===== src/rtl/w2b_pkg.sv =====
// Shared types and width helpers for the word-to-byte splitter.
package w2b_pkg;

  localparam int WORD_W_DEF     = 32;
  localparam int BYTE_W_DEF     = 8;
  localparam int FIFO_DEPTH_DEF = 2;

  typedef enum logic {
    IDLE  = 1'b0,
    SHIFT = 1'b1
  } w2b_state_e;

  // Bytes per word.
  function automatic int bpw_of(input int word_w, input int byte_w);
    return word_w / byte_w;
  endfunction

  // Byte counter must hold the value BPW itself, hence the extra bit.
  function automatic int cnt_w_of(input int bpw);
    return $clog2(bpw) + 1;
  endfunction

  // FIFO pointer width; depth is a power of two so pointers wrap naturally.
  function automatic int ptr_w_of(input int depth);
    return (depth > 1) ? $clog2(depth) : 1;
  endfunction

endpackage


===== src/rtl/w2b_fifo.sv =====
// Small synchronous FIFO for the splitter word buffer.
// Pushes while full and pops while empty are ignored.
module w2b_fifo
  import w2b_pkg::*;
#(
  parameter int WIDTH = 32,
  parameter int DEPTH = 2,
  localparam int PW = ptr_w_of(DEPTH),
  localparam int CW = PW + 1
) (
  input  logic             notclk_4f,
  input  logic             reset,
  input  logic             push_i,
  input  logic [WIDTH-1:0] wdata_i,
  input  logic             pop_i,
  output logic [WIDTH-1:0] rdata_o,
  output logic             full_o,
  output logic             empty_o
);

  localparam logic [CW-1:0] DEPTH_C = CW'(DEPTH);

  logic [WIDTH-1:0] mem_q [DEPTH];
  logic [PW-1:0]    wr_ptr_q, wr_ptr_d;
  logic [PW-1:0]    rd_ptr_q, rd_ptr_d;
  logic [CW-1:0]    count_q, count_d;
  logic             do_push;
  logic             do_pop;

  assign full_o  = (count_q == DEPTH_C);
  assign empty_o = (count_q == '0);
  assign do_push = push_i && !full_o;
  assign do_pop  = pop_i && !empty_o;
  assign rdata_o = mem_q[rd_ptr_q];

  // Next pointers and occupancy; a simultaneous push and pop leaves the count alone.
  always_comb begin
    wr_ptr_d = wr_ptr_q;
    rd_ptr_d = rd_ptr_q;
    count_d  = count_q;
    if (do_push) wr_ptr_d = wr_ptr_q + PW'(1);
    if (do_pop)  rd_ptr_d = rd_ptr_q + PW'(1);
    case ({do_push, do_pop})
      2'b10:   count_d = count_q + CW'(1);
      2'b01:   count_d = count_q - CW'(1);
      default: count_d = count_q;
    endcase
  end

  // Pointer and count registers.
  always_ff @(posedge notclk_4f) begin
    if (reset) begin
      wr_ptr_q <= '0;
      rd_ptr_q <= '0;
      count_q  <= '0;
    end else begin
      wr_ptr_q <= wr_ptr_d;
      rd_ptr_q <= rd_ptr_d;
      count_q  <= count_d;
    end
  end

  // Storage write; contents need no reset since the count gates every read.
  always_ff @(posedge notclk_4f) begin
    if (do_push) mem_q[wr_ptr_q] <= wdata_i;
  end

endmodule


===== src/rtl/word_byte_splitter.sv =====
// Splits buffered words into an MSB-first byte stream with valid and
// first-byte markers. Consecutive words stream without gaps.
// Optional feature macro: W2B_OVERFLOW_EN adds the sticky overflow_err output.
//
// state | meaning
// IDLE  | no word in flight, outputs zero unless a word is popped this edge
// SHIFT | emitting bytes of the current word; cnt counts bytes already out
module word_byte_splitter
  import w2b_pkg::*;
#(
  parameter int WORD_W     = WORD_W_DEF,
  parameter int BYTE_W     = BYTE_W_DEF,
  parameter int FIFO_DEPTH = FIFO_DEPTH_DEF
) (
  input  logic              notclk_4f,
  input  logic              reset,
  input  logic [WORD_W-1:0] data_in,
  input  logic              valid_in,
  output logic              ready_out,
  output logic [BYTE_W-1:0] data_out,
  output logic              valid_out,
  output logic              first_out
`ifdef W2B_OVERFLOW_EN
  ,
  output logic              overflow_err
`endif
);

  localparam int BPW   = bpw_of(WORD_W, BYTE_W);
  localparam int CNT_W = cnt_w_of(BPW);
  localparam logic [CNT_W-1:0] BPW_C = CNT_W'(BPW);

  w2b_state_e        state_q, state_d;
  logic [CNT_W-1:0]  cnt_q, cnt_d;
  logic [WORD_W-1:0] shreg_q, shreg_d;
  logic [BYTE_W-1:0] data_q, data_d;
  logic              valid_q, valid_d;
  logic              first_q, first_d;

  logic [WORD_W-1:0] fifo_head;
  logic              fifo_full;
  logic              fifo_empty;
  logic              fifo_pop;

  w2b_fifo #(
    .WIDTH (WORD_W),
    .DEPTH (FIFO_DEPTH)
  ) u_fifo (
    .notclk_4f (notclk_4f),
    .reset     (reset),
    .push_i    (valid_in),
    .wdata_i   (data_in),
    .pop_i     (fifo_pop),
    .rdata_o   (fifo_head),
    .full_o    (fifo_full),
    .empty_o   (fifo_empty)
  );

  // Registered occupancy only; a same-edge pop does not reopen the input.
  assign ready_out = !fifo_full;

  // Next state: shift out remaining bytes, else load the next word, else go idle.
  always_comb begin
    state_d  = state_q;
    cnt_d    = cnt_q;
    shreg_d  = shreg_q;
    data_d   = '0;
    valid_d  = 1'b0;
    first_d  = 1'b0;
    fifo_pop = 1'b0;
    if ((state_q == SHIFT) && (cnt_q < BPW_C)) begin
      data_d  = shreg_q[WORD_W-1 -: BYTE_W];
      valid_d = 1'b1;
      shreg_d = shreg_q << BYTE_W;
      cnt_d   = cnt_q + CNT_W'(1);
    end else if (!fifo_empty) begin
      fifo_pop = 1'b1;
      data_d   = fifo_head[WORD_W-1 -: BYTE_W];
      valid_d  = 1'b1;
      first_d  = 1'b1;
      shreg_d  = fifo_head << BYTE_W;
      cnt_d    = CNT_W'(1);
      state_d  = SHIFT;
    end else begin
      state_d = IDLE;
      cnt_d   = '0;
    end
  end

  // FSM, shift register and output registers.
  always_ff @(posedge notclk_4f) begin
    if (reset) begin
      state_q <= IDLE;
      cnt_q   <= '0;
      shreg_q <= '0;
      data_q  <= '0;
      valid_q <= 1'b0;
      first_q <= 1'b0;
    end else begin
      state_q <= state_d;
      cnt_q   <= cnt_d;
      shreg_q <= shreg_d;
      data_q  <= data_d;
      valid_q <= valid_d;
      first_q <= first_d;
    end
  end

  assign data_out  = data_q;
  assign valid_out = valid_q;
  assign first_out = first_q;

`ifdef W2B_OVERFLOW_EN
  logic ovf_q, ovf_d;

  assign ovf_d = ovf_q | (valid_in & ~ready_out);

  // Sticky refused-word flag, cleared only by reset.
  always_ff @(posedge notclk_4f) begin
    if (reset) ovf_q <= 1'b0;
    else       ovf_q <= ovf_d;
  end

  assign overflow_err = ovf_q;
`endif

endmodule


===== config.mk =====
export PLATFORM = sky130hd
export DESIGN_NAME = word_byte_splitter
export DESIGN_NICKNAME = d
export VERILOG_FILES = /design/src/rtl/w2b_pkg.sv /design/src/rtl/w2b_fifo.sv /design/src/rtl/word_byte_splitter.sv
export SDC_FILE = /design/constraint.sdc
export NUM_CORES = 1
export LEC_CHECK = 0
export CAP_MARGIN = 20
export CORE_ASPECT_RATIO = 1.4
export CORE_UTILIZATION = 45
export CTS_CLUSTER_SIZE = 8
export DETAILED_ROUTE_END_ITERATION = 7
export PLACE_DENSITY = 0.66
export SLEW_MARGIN = 20
export SYNTH_ARGS = -nofsm -noshare
export SYNTH_HDL_FRONTEND = slang
export SYNTH_SLANG_ARGS = --single-unit

===== constraint.sdc =====
create_clock -name notclk_4f -period 2.2 [get_ports notclk_4f]
set_clock_uncertainty 0.15 [all_clocks]
set_input_delay 0.44 -clock notclk_4f [delete_from_list [all_inputs] [get_ports notclk_4f]]
set_output_delay 0.44 -clock notclk_4f [all_outputs]
set_load 0.01 [all_outputs]

==> results.py, run 1 <==
metrics = {
    "status": {
        "status": "finished clean",
    },
    "sta": {
        "setup-tns-final_ns": 0,
        "tightest_slew_ns": 0.645,
        "fin_crit_sh_pct": 95.6,
        "maxSlewViolCount": 0,
        "final.min_clock_period_ns": 2.10,
        "hold_violations": 0,
        "rsz0062_at_grt": "no",
        "relSlewSlack_pct": 57.0,
        "setup_viol": 0,
        "max_clock_freq_mhz": 476,
    },
    "detailed_routing": {
        "num_vias": 2246,
        "drt-total-wl_um": 6630,
        "firstDrtPassIters": 4,
        "avgRoutedWirePerCell_um": 15.0,
        "remaining_drc_errors": 0,
        "via_per_inst": 5.07,
        "drt-initial-drc-count": 132,
        "ant_nets": 0,
    },
    "setup_path": {
        "crit_arrival_ns": 1.51,
        "rr_worst_depth": 5,
        "end_kind": "output port",
        "path_max_fanout": 5,
        "critical_path_required_ns": 1.61,
        "start_kind": "flop",
        "worstSetupPathType": "flop to output port",
    },
    "clock_tree": {
        "clk_latency_ns": 0.34,
        "clkTransAtPathRegs_ns": 0.07,
        "cts.sinks": 107,
        "cts_buffer_depth": 2,
        "cts_setup_buffers": 0,
        "cts.htree.levels": 3,
        "cts_tree": "yes",
        "cts_buffers": 9,
        "postCtsHoldBufs": 0,
        "cts_resized": 0,
        "cts_root_buf": "clkbuf_16",
    },
    "layout": {
        "regArea_um2": 2780,
        "n_fill_cell": 717,
        "layout-drive-gt1-share_pct": 10.6,
        "multi_input_area_um2": 1010,
        "antenna_cells": 0,
        "nets": 373,
        "area_growth_pct": 22.5,
    },
    "yosys": {
        "syn_avg_cell_area_um2": 13.7,
        "synth_edf_count": 64,
        "syn-num-nets": 322,
        "ys_ff_latch": 107,
        "netlist_area_um2": 3920,
        "ys_top_cells_by_count": "edfxtp_1, dfxtp_1, nor2_1",
        "yosys_warnings": 0,
        "synth_top_area_share_pct": 49.1,
        "dominantRegCellSynth": "edfxtp_1",
        "synth_cells": 285,
        "synth.distinct_cells": 32,
        "synth_seq_area_share_pct": 71.0,
        "ys_async_sr_fraction_pct": 0,
        "yosysMostFrequentCell": "edfxtp_1",
        "synth_area_leaders": "edfxtp_1, dfxtp_1, a211oi_1",
        "yosysTopAreaCell": "edfxtp_1",
    },
    "floorplan": {
        "core_area_um2": 8300,
        "die-area_um2": 9090,
        "die_h_um": 112,
        "die_w_um": 80.9,
        "ios": 46,
        "start_util_pct": 47.2,
        "rows": 39,
    },
    "placement": {
        "dp_hpwl_um": 4460,
        "gp_congestion": 0.725,
        "io_buffer_count": 45,
    },
    "pwr": {
        "vdd_drop_max_v": 0.000595,
        "power_mw": 5.82,
        "p_leak_nw": 1.66,
        "powerDensity_nw_per_um2": 1210,
    },
    "global_route": {
        "grt_use_met2_pct": 28.9,
        "grt_pass1_wl_um": 11200,
        "antenna_found_initial": 0,
        "grt_start_max_net_pins": 35,
        "overflow": 0,
        "track_usage_pct": 16.9,
        "met1_usage_pct": 19.7,
        "use_met3_pct": 2.85,
        "busiest_layer": "met2",
        "first_global_vias": 2329,
    },
    "min_path": {
        "hold_path_class": "flop to flop",
        "hold_depth": 2,
    },
    "flow_run": {
        "maxCapViolations": 0,
    },
}
cell families after synthesis:
logic type / count (synthesis) / synth area share [%]
flip-flops: 107 / 71.0
AND/OR/NAND/NOR: 80 / 9.84
AO/OA/AOI/OAI: 58 / 10.7
buffers and inverters: 20 / 3.29
multiplexers: 16 / 4.09
XOR/XNOR: 2 / 0.447
adder cells (fa/ha/maj): 2 / 0.639
layer usage:
layer	vias up	wire, µm
met3	12	220
met1	1050	2750
met4	0	158
met2	45	3500
met5	-	0
li1	1139	-
worst paths after layout:
path / from / endpoint / slack (ns)
setup reg to reg: u_fifo.count_q[0] / u_fifo.count_q[1] / 0.50
hold / removal: shreg_q[27] / data_out[3] / 0.31
setup / recovery: u_fifo.count_q[0] / ready_out / 0.1
hold reg to reg: shreg_q[27] / data_out[3] / 0.31
stage by stage:
step                util, %  cell area [µm²]  worst slack (ns)  instances  hold slack, ns
floorplan                 -             3920             0.172        285           0.273
global placement       54.4             4510             0.180        427           0.284
detailed placement     54.4             4510             0.142        427           0.293
CTS                    57.8             4800            0.0441        443           0.311
global route           57.8             4800            0.0311        443           0.326
finish                 57.8             4800            0.0974        443           0.307
state kept, by name (all words and copies together), names as in the netlist, named ones only:
signal,flops
u_fifo.wr_ptr_q,1
valid_out,1
u_fifo.rd_ptr_q,1
state_q,1
u_fifo.mem_q,64
cnt_q,3
shreg_q,24
data_out,8
u_fifo.count_q,2
first_out,1
worst max-delay path, stage by stage, from the launching register on:
cell	delay [ns]
dfxtp_1	0.42
nand2b_2	0.20
clkdlybuf4s50_1	0.55
layout by cell type (no fill, tap or decap), types with 3 or more instances in the layout:
master | synthesis | layout
clkdlybuf4s50_1 | 0 | 45
a21oi_1 | 4 | 4
buf_4 | 2 | 10
mux2i_1 | 16 | 16
a211oi_1 | 24 | 24
nand2_1 | 25 | 25
dfxtp_1 | 43 | 42
or3_1 | 3 | 3
nor2b_1 | 16 | 16
nor2_1 | 27 | 27
clkbuf_1 | 2 | 3
o31ai_1 | 14 | 14
clkbuf_16 | 0 | 10
buf_12 | 0 | 3
o21ai_0 | 10 | 10
edfxtp_1 | 64 | 64
final cells by class:
cell class	instances	share of cell area, %
Timing Repair Buffer	58	12.2
Sequential cell	107	58.0
Multi-Input combinational cell	158	21.0
Clock buffer	14	5.74
Tap cell	102	2.66
Inverter	2	0.156
Clock inverter	2	0.209
power breakdown:
| group | switching [mW] | internal, mW | total [mW] |
|---|---|---|---|
| registers | 0.224 | 2.57 | 2.79 |
| logic | 0.797 | 0.708 | 1.51 |
| clock network | 0.656 | 0.865 | 1.52 |
| total | 1.68 | 4.14 | 5.82 |
No activity file was read; power rests on OpenSTA's default activity.
==> run 2: changes to the inputs <==
--- a/config.mk
+++ b/config.mk
@@ -10,6 +10,7 @@
 export CORE_UTILIZATION = 45
 export CTS_CLUSTER_SIZE = 8
 export DETAILED_ROUTE_END_ITERATION = 7
+export MAX_ROUTING_LAYER = met4
 export PLACE_DENSITY = 0.66
 export SLEW_MARGIN = 20
 export SYNTH_ARGS = -nofsm -noshare
==> run 2 against run 1 <==
Combinational power is essentially flat. Utilization is the same. Flip-flop and latch count is the same. Non-clock buffer count is the same. Count of clock-buffer cells in the layout is the same. Cell count is the same. Fmax is essentially flat. Via count shrank 0.13%. Worst setup slack is essentially flat. Die area is the same. Sequential share of layout area is the same. Sequential power is essentially flat. Largest cell class unchanged. Largest power group unchanged.
==> results.py, run 2 (synthesis results as in run 1) <==
metrics = {
    "status": {
        "status": "finished clean",
    },
    "clock_tree": {
        "clkTransAtPathRegs_ns": 0.07,
        "cts_root_buf": "clkbuf_16",
        "clk_latency_ns": 0.34,
        "cts_buffers": 9,
        "cts_buffer_depth": 2,
        "postCtsHoldBufs": 0,
        "cts_tree": "yes",
        "cts.htree.levels": 3,
        "cts.sinks": 107,
    },
    "layout": {
        "antenna_cells": 0,
        "fin_util_pct": 57.8,
        "multi_input_area_um2": 1010,
        "n_fill_cell": 717,
        "stdcell_area_um2": 4800,
        "regArea_um2": 2780,
        "final_cell_mix": "edfxtp_1, clkdlybuf4s50_1, dfxtp_1",
        "mostFrequentLayoutCell": "edfxtp_1",
        "layout-drive-gt1-share_pct": 10.6,
        "top_register": "u_fifo.mem_q",
        "nets": 373,
        "largest_reg_flops": 64,
        "area_growth_pct": 22.5,
    },
    "sta": {
        "setup-tns-final_ns": 0,
        "hold_violations": 0,
        "tightest_slew_ns": 0.642,
        "rsz0062_at_grt": "no",
        "max_clock_freq_mhz": 476,
        "maxSlewViolCount": 0,
        "final.min_clock_period_ns": 2.10,
        "setup_viol": 0,
        "relSlewSlack_pct": 57.2,
        "fin_crit_sh_pct": 95.6,
    },
    "pwr": {
        "pwr-share-comb_pct": 25.9,
        "switching_share_pct": 28.8,
        "p_clk_share_pct": 26.1,
        "p_leak_nw": 1.66,
        "p_seq_share_pct": 48.0,
        "power.switching_mw": 1.68,
        "powerDensity_nw_per_um2": 1210,
        "p_int_mw": 4.14,
        "power_mw": 5.82,
        "vdd_drop_max_v": 0.000594,
    },
    "setup_path": {
        "slowest_delay_ns": 0.55,
        "end_kind": "output port",
        "slowest_stage": "clkdlybuf4s50_1",
        "crit_buf_inv": 1,
        "worstSetupPathType": "flop to output port",
        "path_max_fanout": 5,
        "start_kind": "flop",
        "path_cells": "nand2b_2 > clkdlybuf4s50_1",
        "worst_path_dominant_cell_family": "buffers and inverters",
        "crit_arrival_ns": 1.51,
        "critical_path_required_ns": 1.61,
    },
    "global_route": {
        "overflow": 0,
        "first_global_vias": 2328,
        "grt_start_max_net_pins": 35,
        "track_usage_pct": 17.4,
        "antenna_found_initial": 0,
        "grt_pass1_wl_um": 11300,
    },
    "placement": {
        "gp_congestion": 0.734,
        "io_buffer_count": 45,
        "dp_hpwl_um": 4460,
        "dpl_cell_area_um2": 4510,
    },
    "detailed_routing": {
        "num_vias": 2243,
        "firstDrtPassIters": 4,
        "drt-total-wl_um": 6610,
        "drt-initial-drc-count": 137,
        "via_per_inst": 5.06,
        "avgRoutedWirePerCell_um": 14.9,
        "ant_nets": 0,
        "remaining_drc_errors": 0,
    },
    "floorplan": {
        "rows": 39,
        "core_area_um2": 8300,
        "ios": 46,
        "die_h_um": 112,
        "start_util_pct": 47.2,
        "die-area_um2": 9090,
        "die_w_um": 80.9,
    },
    "flow_run": {
        "maxCapViolations": 0,
    },
    "min_path": {
        "hold_path_class": "flop to flop",
    },
}
run 2: power by group through the flow:
stage	clock network [mW]	logic [mW]	registers, mW
2_1_floorplan	0	1.07	2.76
3_3_place_gp	0	1.49	2.82
3_5_place_dp	0	1.53	2.84
4_1_cts	1.55	1.53	2.80
5_1_grt	1.64	1.69	2.85
6_report	1.52	1.50	2.79
run 2: through the flow:
step | std cells | hold WS, ns | worst slack [ns]
CTS | 443 | 0.311 | 0.0441
finish | 443 | 0.307 | 0.0979
floorplan | 285 | 0.273 | 0.172
detailed placement | 427 | 0.293 | 0.142
global placement | 427 | 0.284 | 0.180
global route | 443 | 0.326 | 0.0312
run 2: final timing paths:
path                            depth (start not counted)               from  slack, ns                 to
worst max register to register                          5  u_fifo.count_q[0]       0.50  u_fifo.count_q[1]
worst min-delay path                                    2        shreg_q[27]       0.31        data_out[3]
worst max-delay path                                    2  u_fifo.count_q[0]        0.1          ready_out
worst min register to register                          2        shreg_q[27]       0.31        data_out[3]
run 2: cell type report:
cell class / instances / share of cell area, %
well taps: 102 / 2.66
multi-input cells: 158 / 21.0
flip-flops and latches: 107 / 58.0
inverters: 2 / 0.156
clock buffers: 14 / 5.74
repair buffers: 58 / 12.2
clock inverters: 2 / 0.209
run 2: per-layer routing:
layer	routed length, µm	share of wire [%]	global-route usage (%)
met4	153	2.3	9.05
met1	2760	42	19.9
met2	3480	53	28.8
met5	0	0	-
met3	218	3.3	2.76
run 2: worst min-delay path, cell delays in order, from the launching register on:
cell	delay [ns]
dfxtp_1	0.32
nand2_1	0.05
o21ai_0	0.05
run 2: what timing repair did:
item	in CTS	in global routing
endpoints found under the setup margin	0	1
buffers inserted	0	0
resized for setup	0	1
